`src/rtl/alu_flag_commit_if.sv`:
```
// Handshake bundle between the adder, the flag commit stage and its consumer.
//   in_*  : result plus raw adder flags from the adder (valid/ready)
//   out_* : head FIFO entry toward branch / conditional-select logic (valid/ready)
// Modports:
//   master : the side that drives in_* and consumes out_* (adder + consumer, or a bench)
//   slave  : the commit stage itself
interface alu_flag_commit_if #(
  parameter int WIDTH = 32
);
  logic             in_valid;
  logic             in_ready;
  logic [WIDTH-1:0] in_result;
  logic             in_carry;
  logic             in_overflow;
  logic             in_zero;
  logic             in_set_flags;

  logic             out_valid;
  logic             out_ready;
  logic [WIDTH-1:0] out_result;
  logic [3:0]       out_flags;
  logic             out_set_flags;

  modport master (
    output in_valid, in_result, in_carry, in_overflow, in_zero, in_set_flags,
    input  in_ready,
    input  out_valid, out_result, out_flags, out_set_flags,
    output out_ready
  );

  modport slave (
    input  in_valid, in_result, in_carry, in_overflow, in_zero, in_set_flags,
    output in_ready,
    output out_valid, out_result, out_flags, out_set_flags,
    input  out_ready
  );
endinterface

```
`src/rtl/alu_flag_commit.sv`:
```
// Commit stage behind the adder/subtractor. Buffers up to two results in a
// skid FIFO, updates the architectural NZCV register when a set_flags entry
// is popped, and evaluates a 4-bit condition code against the committed flags.
// Ports:
//   clk       single clock, rising edge
//   rst       synchronous active-high reset
//   bus       alu_flag_commit_if.slave (in_* push side, out_* pop side)
//   nzcv      committed flag register {N,Z,C,V}
//   cond_sel  condition code to evaluate
//   cond_true cond_sel evaluated against nzcv
module alu_flag_commit #(
  parameter int WIDTH = 32
) (
  input  logic                    clk,
  input  logic                    rst,
  alu_flag_commit_if.slave        bus,
  output logic [3:0]              nzcv,
  input  logic [3:0]              cond_sel,
  output logic                    cond_true
);

  logic [WIDTH-1:0] mem_result [2];
  logic [3:0]       mem_flags  [2];
  logic [1:0]       mem_sf;
  logic             wr_ptr;
  logic             rd_ptr;
  logic [1:0]       count;

  logic push;
  logic pop;

  // in_ready depends only on the occupancy register (and rst), so a full
  // FIFO refuses a push even when the head is being popped that cycle.
  assign bus.in_ready      = (count != 2'd2) && !rst;
  assign bus.out_valid     = (count != 2'd0);
  assign bus.out_result    = mem_result[rd_ptr];
  assign bus.out_flags     = mem_flags[rd_ptr];
  assign bus.out_set_flags = mem_sf[rd_ptr];

  assign push = bus.in_valid && bus.in_ready;
  assign pop  = bus.out_valid && bus.out_ready;

  always_ff @(posedge clk) begin
    if (rst) begin
      count  <= 2'd0;
      wr_ptr <= 1'b0;
      rd_ptr <= 1'b0;
      nzcv   <= 4'd0;
      mem_sf <= 2'd0;
      for (int i = 0; i < 2; i++) begin
        mem_result[i] <= '0;
        mem_flags[i]  <= 4'd0;
      end
    end else begin
      if (push) begin
        // N comes from the result MSB; Z is the adder's own zero flag.
        mem_result[wr_ptr] <= bus.in_result;
        mem_flags[wr_ptr]  <= {bus.in_result[WIDTH-1], bus.in_zero,
                               bus.in_carry, bus.in_overflow};
        mem_sf[wr_ptr]     <= bus.in_set_flags;
        wr_ptr             <= ~wr_ptr;
      end
      if (pop) begin
        rd_ptr <= ~rd_ptr;
        if (mem_sf[rd_ptr]) begin
          nzcv <= mem_flags[rd_ptr];
        end
      end
      case ({push, pop})
        2'b10:   count <= count + 2'd1;
        2'b01:   count <= count - 2'd1;
        default: count <= count;
      endcase
    end
  end

  logic flag_n, flag_z, flag_c, flag_v;
  assign {flag_n, flag_z, flag_c, flag_v} = nzcv;

  always_comb begin
    cond_true = 1'b0;
    case (cond_sel)
      4'd0:  cond_true = flag_z;
      4'd1:  cond_true = !flag_z;
      4'd2:  cond_true = flag_c;
      4'd3:  cond_true = !flag_c;
      4'd4:  cond_true = flag_n;
      4'd5:  cond_true = !flag_n;
      4'd6:  cond_true = flag_v;
      4'd7:  cond_true = !flag_v;
      4'd8:  cond_true = flag_c && !flag_z;
      4'd9:  cond_true = !flag_c || flag_z;
      4'd10: cond_true = (flag_n == flag_v);
      4'd11: cond_true = (flag_n != flag_v);
      4'd12: cond_true = !flag_z && (flag_n == flag_v);
      4'd13: cond_true = flag_z || (flag_n != flag_v);
      4'd14: cond_true = 1'b1;
      default: cond_true = 1'b0;
    endcase
  end

endmodule

```
`src/flat_wrapper.sv`:
```
// flat-port wrapper written by rule: the top's interface ports become plain ports
module alu_flag_commit_flat 
#(
  parameter int WIDTH = 32
)
  (clk, rst, nzcv, cond_sel, cond_true, bus_in_valid, bus_in_result, bus_in_carry, bus_in_overflow, bus_in_zero, bus_in_set_flags, bus_in_ready, bus_out_valid, bus_out_result, bus_out_flags, bus_out_set_flags, bus_out_ready);
  alu_flag_commit_if #(.WIDTH(WIDTH)) bus_i ();
  input  logic clk;
  input  logic rst;
  output logic [3:0] nzcv;
  input  logic [3:0] cond_sel;
  output logic cond_true;
  input wire logic [$bits(bus_i.in_valid)-1:0] bus_in_valid;
  input wire logic [$bits(bus_i.in_result)-1:0] bus_in_result;
  input wire logic [$bits(bus_i.in_carry)-1:0] bus_in_carry;
  input wire logic [$bits(bus_i.in_overflow)-1:0] bus_in_overflow;
  input wire logic [$bits(bus_i.in_zero)-1:0] bus_in_zero;
  input wire logic [$bits(bus_i.in_set_flags)-1:0] bus_in_set_flags;
  output wire logic [$bits(bus_i.in_ready)-1:0] bus_in_ready;
  output wire logic [$bits(bus_i.out_valid)-1:0] bus_out_valid;
  output wire logic [$bits(bus_i.out_result)-1:0] bus_out_result;
  output wire logic [$bits(bus_i.out_flags)-1:0] bus_out_flags;
  output wire logic [$bits(bus_i.out_set_flags)-1:0] bus_out_set_flags;
  input wire logic [$bits(bus_i.out_ready)-1:0] bus_out_ready;
  assign bus_i.in_valid = bus_in_valid;
  assign bus_i.in_result = bus_in_result;
  assign bus_i.in_carry = bus_in_carry;
  assign bus_i.in_overflow = bus_in_overflow;
  assign bus_i.in_zero = bus_in_zero;
  assign bus_i.in_set_flags = bus_in_set_flags;
  assign bus_in_ready = bus_i.in_ready;
  assign bus_out_valid = bus_i.out_valid;
  assign bus_out_result = bus_i.out_result;
  assign bus_out_flags = bus_i.out_flags;
  assign bus_out_set_flags = bus_i.out_set_flags;
  assign bus_i.out_ready = bus_out_ready;
  alu_flag_commit #(.WIDTH(WIDTH)) u_core (.clk(clk), .rst(rst), .bus(bus_i), .nzcv(nzcv), .cond_sel(cond_sel), .cond_true(cond_true));
endmodule
```
`config.mk`:
```
export PLATFORM = sky130hd
export DESIGN_NAME = alu_flag_commit_flat
export DESIGN_NICKNAME = d
export VERILOG_FILES = /design/src/rtl/alu_flag_commit_if.sv /design/src/rtl/alu_flag_commit.sv /design/src/flat_wrapper.sv
export SDC_FILE = /design/constraint.sdc
export NUM_CORES = 1
export LEC_CHECK = 0
export CAP_MARGIN = 20
export CORE_MARGIN = 5
export CORE_UTILIZATION = 46
export DETAILED_ROUTE_END_ITERATION = 8
export PLACE_DENSITY = 0.8
export RECOVER_POWER = 25
export SYNTH_ARGS = -nofsm -noshare
export SYNTH_HDL_FRONTEND = slang
export SYNTH_SLANG_ARGS = --single-unit
```
`constraint.sdc`:
```
create_clock -name clk -period 10.05 [get_ports clk]
set_input_delay 2.01 -clock clk [delete_from_list [all_inputs] [get_ports clk]]
set_output_delay 2.01 -clock clk [all_outputs]
set_load 0.03 [all_outputs]
```
### Word-level counts from Yosys, hierarchy flattened

Memories as Yosys holds them, arrays and structs flattened. A register that Yosys moved wholly into a read port is not among the register bits.
Index checks and enable logic that the tools add are counted.

* output and inout port bits: 44
* RAM bits: 72
* memories kept: 2
* bits of input ports: 44
* bits in registers: 10
* word-level logic and storage cells: 74

* multiplexer cells: 22
* bitwise operators: 2
* reduce and logical (&&, ||, !) cells: 19
* add/sub/neg operators: 2
* magnitude comparators: 3
* equality and inequality tests: 19

Memory list
* u_core.mem_result: depth 2, width 32, rd ports 1, clocked after Yosys merged registers in 1, write ports 2, RTL line alu_flag_commit.sv:22 `logic [WIDTH-1:0] mem_result [2];`
* u_core.mem_flags: depth 2, width 4, rd ports 1, clocked after Yosys merged registers in 1, write ports 2, RTL line alu_flag_commit.sv:23 `logic [3:0] mem_flags [2];`

Operators with widths (count)
* 32-bit two-way mux: 1
* 32-bit OR reduction: 1
* 4-bit == test, second input constant: 7
* 4-bit by 3-bit == test with 1-bit output, second input constant: 4
* 1-bit two-way mux: 16
* 1-bit one-hot mux with 15 select lines: 1
* 4-bit by 2-bit == test with 1-bit output, second input constant: 2
* 1-bit logical AND: 6
* 1-bit zero test: 5
* 4-bit by 1-bit == test with 1-bit output, second input constant: 1
* 4-bit zero test: 1
* 1-bit by 2-bit less-than comparator with 1-bit output, second input constant: 2
* 4-bit two-way mux: 1
* 2-bit one-hot mux with 2 select lines: 1
* 2-bit nonzero test: 2
* 4-bit OR reduction: 1
* 2-bit by 1-bit adder with 2-bit output, second input constant: 1
* 2-bit bitwise mux: 1
* 2-bit by 1-bit == test with 1-bit output, second input constant: 1
* 2-bit == test, second input constant: 1
* 1-bit logical OR: 2
* 2-bit != test, second input constant: 1
* 1-bit inverter: 2
* 2-bit AND reduction: 1
* other kinds (5): 5

### Logic depth before layout (Yosys ltp)

Gate-level depths: netlist of run 1.

* depth after elaboration: 8
* depth in mapped cells: 6
* mapped depth without buffers: 6

### Worst setup path before layout of run 1

No wires, ideal clock.

* path kind: in2out
* start: input port cond_sel[2]
* end: output port cond_true
* setup slack: 4.762 ns
* path buffers: 1
* arrival: 3.278 ns
* required time: 8.040 ns
* cell stages on the path: 5
* cell sequence: clkbuf_1 > mux2_2 > a21oi_1 > nand3_1 > a221o_1

* longest elaborated chain between the ends: 2
* elaborated cells on any way between the ends: 16
* classes of those cells: eq/ne (14); mux (1); reduce/logical (1)

RTL lines
* start: declaration: RTL line flat_wrapper.sv:11 `input logic [3:0] cond_sel;`
* 4-bit == test, or another cell as far along: RTL line alu_flag_commit.sv:82 `case (cond_sel)`
* 1-bit one-hot mux with 15 select lines (*): RTL line alu_flag_commit.sv:82
* end: declaration: RTL line flat_wrapper.sv:12 `output logic cond_true;`

Every way passes the cells marked *; elsewhere a longest branch is shown, timed or not.

### Worst setup path after layout of run 1

Ends and elaborated chain as after synthesis.

==> impl_metrics.ini, run 1 <==
[run_status]
status = finished, final reports clean

[global_route]
grt_pass1_vias = 2486
grt_usage_pct = 15.2
grt_antenna_before_repair = 0
grt_pass1_wl_mm = 11.8
grt_max_degree = 37
grt-ovfl-total = 0

[timing]
finalCriticalPeriod_ns = 6.23
rsz0062_at_grt = no
worstMarginPinSlew_ns = 1.45
slew_headroom_pct = 3.52
slew_violations = 0
clock.fmax_mhz = 160
finalHoldViolations = 0
fin_tns_setup_ns = 0
finalCritPeriodShare_pct = 62.0
clock-skew-final_ns = 0.00660
finalSetupViolCount = 0

[worst_hold_path]
hold_class = flop to flop

[critical_path]
cp.required_ns = 8.04
slowest_stage = clkdlybuf4s50_1
worstSetupStartpointType = primary input
crit_type = primary input to output pin
crit_arrival_ns = 4.22
crit_chain = clkdlybuf4s50_1 > mux2_2 > a21oi_1 > nand3_1 > a221o_1 > clkdlybuf4s50_1
critical-path-max-stage-delay_ns = 0.63
crit_path_frequent_cell = clkdlybuf4s50_1
cp_max_fo = 9
end_kind = output pin

[cells_and_area]
finalInstanceArea_um2 = 4940
seqCellArea_um2 = 2320
fin_nets = 403
multiInputGateArea_um2 = 1330
drive_gt1_share_pct = 27.8
diodes = 0
fill_cells = 660
final_common_cell = clkdlybuf4s50_1
area.growth.synth_to_final_pct = 31.0
most-common-layout-cells = 82 x clkdlybuf4s50_1, 70 x edfxtp_1, 45 x and2_2

[synth]
synth_top_area_cell = edfxtp_1
synth_edf_count = 70
yosys-top-cells-area = edfxtp_1 56%, mux2_2 11%, and2_2 9.0%
synth_flop_cell = edfxtp_1
synth_area_um2 = 3770
yosysTopAreaCellShare_pct = 55.7
ys_ff_latch = 81
ys.warnings.count = 0
syn_inst = 273
synth_nets = 318
synth.avg_cell_area_um2 = 13.8
ys_types = 32
seq_area_frac_synth_pct = 61.6
synthArstFlopShare_pct = 0

[clock_tree]
cts.repair.resized = 0
hold_buffers = 0
clock-root-buffer = clkbuf_8
clock_latency_ns = 0.34
cts_tree = yes
clk_path_buf_depth = 2
cts_htree_levels = 3
post_cts_buffers = 0
path_clk_slew_ns = 0.07
cts_buffers = 9
clkSinkCount = 81

[route]
via_per_inst = 5.01
drt_iter0_markers = 80
post_drt_wl_per_cell_um = 15.8
routed_wirelength_mm = 7.38
firstDrtPassIters = 4
ant_nets = 0
vias = 2346
drc_errors = 0

[placed_design]
gp_congestion = 0.746
placed_area_um2 = 4750
dp_hpwl_mm = 4.76
port-buffer-count = 87

[floorplanning]
num_rows = 33
chipWidth_um = 101
die_y_um = 101
dieArea_um2 = 10100
core_area_um2 = 8090
initial_core_util_pct = 46.6
ios = 88

[run]
drv_cap = 0

[power]
irDropWorstVdd_mv = 0.127
p_leak_nw = 1.84
powerDensity_nw_per_um2 = 211
## flip-flops by register name, summed over array words and instances, names as in the netlist, named ones only
name,count
u_core.mem_result,62
u_core.mem_flags,8
u_core.nzcv,4
u_core.count,2
u_core.mem_sf,2
u_core.rd_ptr,1
u_core.wr_ptr,1
## layer usage
| metal | up-vias | global-route usage [%] | share of wire (%) |
|---|---|---|---|
| met5 | - | 0 | 0 |
| met1 | 1134 | 17.7 | 41 |
| met4 | 0 | 4.97 | 1.2 |
| met2 | 70 | 26.6 | 52 |
| met3 | 12 | 4.98 | 6.4 |
| li1 | 1130 | - | - |
## where the power goes
| group | total (mW) | internal [mW] | switching [mW] |
|---|---|---|---|
| sequential | 0.440 | 0.405 | 0.0344 |
| combinational | 0.328 | 0.158 | 0.170 |
| clock | 0.276 | 0.164 | 0.112 |
## Yosys cell counts (all sizes together) (3+ instances only)
cell type / number
o21ai: 7
edfxtp: 70
nor2b: 6
inv: 6
nor2: 13
and2: 70
mux2i: 8
a21oi: 6
dfxtp: 11
mux2: 37
buf: 4
clkbuf: 13
xnor2: 3
## kinds of logic (layout without fill, tap and decap cells)
logic type / after synthesis / in the layout / share of synthesized area (%)
simple gates: 97 / 97 / 16.6
mux: 45 / 45 / 13.2
compound gates: 21 / 21 / 4.51
buf+inv: 23 / 113 / 2.65
fa+ha+maj: 1 / 1 / 0.332
xor+xnor: 5 / 5 / 1.16
flops: 81 / 81 / 61.6
## per-stage QoR
| step | util (%) | cells | hold WS [ns] | power, mW | setup slack [ns] |
|---|---|---|---|---|---|
| 5_1_grt | 61.0 | 468 | 0.515 | 1.09 | 3.71 |
| 6_report | 61.0 | 468 | 0.500 | 1.04 | 3.82 |
| 2_1_floorplan | - | 273 | 0.454 | 0.653 | 4.76 |
| 3_5_place_dp | 58.7 | 452 | 0.486 | 0.786 | 3.84 |
| 4_1_cts | 61.6 | 468 | 0.504 | 1.06 | 3.83 |
| 3_3_place_gp | 58.7 | 452 | 0.478 | 0.780 | 3.88 |
## critical path, delay by kind of cell
family	cells	cell delay, ns
AOI/OAI and AO/OA	2	0.52
buffers and inverters	2	1.23
muxes	1	0.37
and+or+nand+nor	1	0.09
## final cells by class
cell class                 count  share of cell area, %
sequential                    81                   47.0
multi-input combinational    169                   27.0
timing repair buffer          91                   18.1
tap                          105                   2.66
clock buffer                  10                   2.58
clock inverter                 6                   2.15
inverter                       6                  0.456
## path summary, 6_finish.rpt
| check | start | end | slack (ns) | cells past startpoint |
|---|---|---|---|---|
| worst max-delay path | cond_sel[2] | cond_true | 3.82 | 6 |
| worst min-delay path | u_core.mem_sf[1] | u_core.mem_sf[1] | 0.50 | 2 |
| worst max register to register | u_core.count[0] | u_core.mem_sf[0] | 7.51 | 5 |
| worst min register to register | u_core.mem_sf[1] | u_core.mem_sf[1] | 0.50 | 2 |
Power figures use the tool's default switching activity.
==> run 2: changes to the inputs <==
--- a/config.mk
+++ b/config.mk
@@ -7,9 +7,9 @@
 export LEC_CHECK = 0
 export CAP_MARGIN = 20
 export CORE_MARGIN = 5
-export CORE_UTILIZATION = 46
+export CORE_UTILIZATION = 45
 export DETAILED_ROUTE_END_ITERATION = 8
-export PLACE_DENSITY = 0.8
+export PLACE_DENSITY = 0.81
 export RECOVER_POWER = 25
 export SYNTH_ARGS = -nofsm -noshare
 export SYNTH_HDL_FRONTEND = slang
==> constraint.sdc (replaced) <==
create_clock -name clk -period 5 [get_ports clk]
set_input_delay 1 -clock clk [delete_from_list [all_inputs] [get_ports clk]]
set_output_delay 1 -clock clk [all_outputs]
set_load 0.03 [all_outputs]
==> impl_metrics.ini, run 2 (synthesized netlist as in run 1, its figures left out) <==
[cells_and_area]
fin_nets = 403
diodes = 0
final_common_cell = clkdlybuf4s50_1
largest_reg_flops = 62
area.growth.synth_to_final_pct = 30.3
top_register = u_core.mem_result
multiInputGateArea_um2 = 1350
largestRegisters = u_core.mem_result (62), u_core.mem_flags (8), u_core.nzcv (4)
final_cell_count_no_fill = 468
most-common-layout-cells = 79 x clkdlybuf4s50_1, 70 x edfxtp_1, 45 x and2_2
post-route-util_pct = 60.1
fill_cells = 626
seqCellArea_um2 = 2320
drive_gt1_share_pct = 28.7

[critical_path]
worstSetupStartpointType = primary input
path_buf_inv = 2
crit_chain = dlygate4sd3_1 > a2111oi_0 > buf_4 > mux2i_1 > nor2_1
cp_max_fo = 26
cp.required_ns = 5.21
crit_family = compound AO/OA/AOI/OAI gates
slowest_stage = a2111oi_0
crit_type = primary input to flop
critical-path-max-stage-delay_ns = 1.94
crit_arrival_ns = 4.48
end_kind = flop

[global_route]
grt_max_degree = 36
grt_usage_pct = 15.6
grt_pass1_vias = 2600
grt_pass1_wl_mm = 12.2
grt_antenna_before_repair = 0
grt-ovfl-total = 0

[floorplanning]
num_rows = 33
die_y_um = 102
ios = 88
initial_core_util_pct = 46.1
core_area_um2 = 8180
dieArea_um2 = 10300
chipWidth_um = 102

[clock_tree]
cts_htree_levels = 3
clock_latency_ns = 0.33
cts_tree = yes
cts.repair.resized = 0
post_cts_buffers = 0
clk_path_buf_depth = 2
clkSinkCount = 81
hold_buffers = 0
cts_buffers = 9
clock-root-buffer = clkbuf_8
path_clk_slew_ns = 0.08

[route]
via_per_inst = 4.99
routed_wirelength_mm = 7.60
ant_nets = 0
vias = 2337
post_drt_wl_per_cell_um = 16.2
firstDrtPassIters = 4
drc_errors = 0
drt_iter0_markers = 68

[placed_design]
port-buffer-count = 87
dp_hpwl_mm = 5.18
gp_congestion = 0.771
dpl.cell_count = 452

[timing]
finalSetupViolCount = 0
clock.fmax_mhz = 234
finalCriticalPeriod_ns = 4.27
rsz0062_at_grt = no
worstMarginPinSlew_ns = 2.34
slew_headroom_pct = -59.9
finalCritPeriodShare_pct = 85.4
slew_violations = 12
clock-skew-final_ns = 0.00672
finalHoldViolations = 0
fin_tns_setup_ns = 0

[worst_hold_path]
hold_class = flop to flop

[run_status]
failed_checks = capacitance limit, slew limit
status = finished, violations left

[run]
drv_cap = 1

[power]
powerDensity_nw_per_um2 = 408
p_leak_nw = 1.83
irDropWorstVdd_mv = 0.251
## run 2: cell types whose count changed in the layout (fill, tap and decap cells not counted), sizes merged
cell and change:
buf +1, dlygate4sd3 +3, bufinv -2, clkbuf -1, clkdlybuf4s50 -3, clkinvlp +2
## run 2: report_power, final
| part | internal (mW) | leakage, nW | switching [mW] |
|---|---|---|---|
| Combinational | 0.318 | 0.922 | 0.349 |
| Clock | 0.228 | 0.0897 | 0.223 |
| Sequential | 0.814 | 0.823 | 0.0714 |
## run 2: worst reg2reg max path, stage by stage (launching register included)
cell and delay [ns]:
dfxtp_1 0.45, inv_2 0.10, a2111oi_0 1.90, buf_4 0.51
mux2i_1 0.22, nor2_1 0.05
## run 2: area by class of cell
class | count | share of cell area [%]
well taps | 105 | 2.67
clock inverters | 6 | 1.20
clock buffers | 10 | 2.60
multi-input cells | 169 | 27.5
flip-flops and latches | 81 | 47.3
inverters | 6 | 0.458
repair buffers | 91 | 18.3
## run 2: final timing paths
path,start,to,slack [ns],cells after the start
setup / recovery,rst,u_core.mem_sf[1],0.73,5
hold / removal,u_core.mem_sf[1],u_core.mem_sf[1],0.51,2
setup reg to reg,u_core.count[0],u_core.mem_sf[1],1.65,5
hold reg to reg,u_core.mem_sf[1],u_core.mem_sf[1],0.51,2
## run 2: per-layer routing
layer / share of wire, % / vias to the layer above / track usage [%] / wire length (µm)
met5: 0 / - / 0 / 0
met3: 5.0 / 8 / 4.06 / 377
met1: 42 / 1129 / 17.5 / 3190
met4: 1.3 / 0 / 5.93 / 97
li1: - / 1137 / - / -
met2: 52 / 63 / 28.1 / 3940
## run 2: stage by stage
stage          worst slack (ns)  hold WS (ns)  power, mW  instance area, µm²
5_1_grt                   0.350         0.566       2.10                4910
2_1_floorplan             0.784         0.454       1.31                3770
4_1_cts                   0.783         0.520       2.04                4940
6_report                  0.731         0.513       2.00                4910
3_5_place_dp              0.792         0.494       1.59                4750
3_3_place_gp              0.847         0.474       1.57                4750
==> run 3: changes to the inputs <==
--- a/config.mk
+++ b/config.mk
@@ -8,7 +8,9 @@
 export CAP_MARGIN = 20
 export CORE_MARGIN = 5
 export CORE_UTILIZATION = 45
+export CTS_CLUSTER_SIZE = 20
 export DETAILED_ROUTE_END_ITERATION = 8
+export MAX_ROUTING_LAYER = met4
 export PLACE_DENSITY = 0.81
 export RECOVER_POWER = 25
 export SYNTH_ARGS = -nofsm -noshare
==> impl_metrics.ini, run 3 (synthesized netlist as in run 1, its figures left out) <==
[run_status]
status = finished, violations left
failed_checks = capacitance limit, slew limit

[critical_path]
worstSetupStartpointType = primary input
cp.required_ns = 5.21
reg2regPathDepth = 5
r2r_start = u_core.count[0]
crit_type = primary input to flop
ff2ff_setup_slack_ns = 1.62
timing.critical_path.to = u_core.mem_sf[1]
cp_max_fo = 26
cp-startpoint = rst
crit_arrival_ns = 4.50
r2r-end = u_core.mem_sf[1]
end_kind = flop

[clock_tree]
cts_buffers = 9
path_clk_slew_ns = 0.08
clock-root-buffer = clkbuf_8
clk_path_buf_depth = 2
cts_htree_levels = 3
hold_buffers = 0
post_cts_buffers = 0
cts_tree = yes
clock_latency_ns = 0.34
clkSinkCount = 81
cts.repair.resized = 0

[global_route]
use_met1_pct = 17.8
grt_max_degree = 36
grt_pass1_vias = 2603
grt_antenna_before_repair = 0
grt_pass1_wl_mm = 12.2
grt.busiest_layer = met2
grt_usage_pct = 16.0
grt-ovfl-total = 0
gr-usage-met3_pct = 3.44
grtUsageMet2_pct = 28.1

[route]
drc_errors = 0
routed_wirelength_mm = 7.59
ant_nets = 0
post_drt_wl_per_cell_um = 16.2
firstDrtPassIters = 4
via_per_inst = 4.99
vias = 2335
drt_iter0_markers = 78

[cells_and_area]
area.growth.synth_to_final_pct = 30.3
top_register = u_core.mem_result
drive_gt1_share_pct = 28.7
multiInputGateArea_um2 = 1350
fin_nets = 403
fill_cells = 626
most-common-layout-cells = 79 x clkdlybuf4s50_1, 70 x edfxtp_1, 45 x and2_2
final_common_cell = clkdlybuf4s50_1
largest_reg_flops = 62
largestRegisters = u_core.mem_result (62), u_core.mem_flags (8), u_core.nzcv (4)
diodes = 0
seqCellArea_um2 = 2320

[power]
irDropWorstVdd_mv = 0.251
powerDensity_nw_per_um2 = 408
p_leak_nw = 1.83

[placed_design]
port-buffer-count = 87
gp_congestion = 0.782
post-place-ws_ns = 0.792
dp_hpwl_mm = 5.18

[timing]
finalCriticalPeriod_ns = 4.29
clock-skew-final_ns = 0.00645
finalSetupViolCount = 0
finalHoldViolations = 0
layout_setup_ws_ns = 0.706
clock.fmax_mhz = 233
worstMarginPinSlew_ns = 2.37
slew_violations = 12
slew_headroom_pct = -62.2
fin_tns_setup_ns = 0
rsz0062_at_grt = no
finalCritPeriodShare_pct = 85.9

[floorplanning]
num_rows = 33
die_y_um = 102
ios = 88
core_area_um2 = 8180
chipWidth_um = 102
initial_core_util_pct = 46.1
dieArea_um2 = 10300

[worst_hold_path]
hold_class = flop to flop

[run]
drv_cap = 1
==> run 3: cell counts in the layout (fill, tap and decap cells not counted) <==
No cell type changed its count.
==> run 3: cell type report <==
cell class                      count  share of cell area [%]
Clock inverter                      6                    1.20
Timing Repair Buffer               91                    18.3
Sequential cell                    81                    47.3
Multi-Input combinational cell    169                    27.5
Tap cell                          105                    2.67
Inverter                            6                   0.458
Clock buffer                       10                    2.60
==> run 3: routing by layer <==
metal / vias to the layer above / part of all wire, %
met3: 10 / 4.2
met4: 0 / 1.2
met5: - / 0
met2: 61 / 52
li1: 1135 / -
met1: 1129 / 43
==> run 3: how the worst min path moves through the flow <==
stage / depth (start not counted) / end / slack (ns) / from
6_report: 2 / u_core.mem_sf[1] / 0.51 / u_core.mem_sf[1]
5_1_grt: 2 / u_core.mem_sf[0] / 0.57 / u_core.mem_sf[0]
4_1_cts: 2 / u_core.mem_sf[1] / 0.52 / u_core.mem_sf[1]
3_5_place_dp: 2 / u_core.mem_sf[1] / 0.49 / u_core.mem_sf[1]
3_3_place_gp: 2 / u_core.mem_sf[1] / 0.47 / u_core.mem_sf[1]
2_1_floorplan: 2 / u_core.mem_sf[1] / 0.45 / u_core.mem_sf[1]
==> run 3: metrics by stage <==
stage / hold slack (ns) / power [mW] / utilization, % / instance area [µm²] / std cells
finish: 0.513 / 2.00 / 60.1 / 4910 / 468
global route: 0.566 / 2.09 / 60.1 / 4910 / 468
CTS: 0.520 / 2.04 / 60.4 / 4940 / 468
detailed placement: 0.494 / 1.59 / 58.1 / 4750 / 452
global placement: 0.474 / 1.57 / 58.1 / 4750 / 452
floorplan: 0.454 / 1.31 / - / 3770 / 273
==> run 3: power breakdown <==
group,leakage (nW),switching [mW],internal [mW]
Clock,0.0897,0.224,0.228
Sequential,0.823,0.0711,0.814
Combinational,0.922,0.348,0.318
==> run 3: worst max-delay path: stages <==
cell and delay, ns:
dlygate4sd3_1 0.75, a2111oi_0 1.97, buf_4 0.51, mux2i_1 0.21, nor2_1 0.05
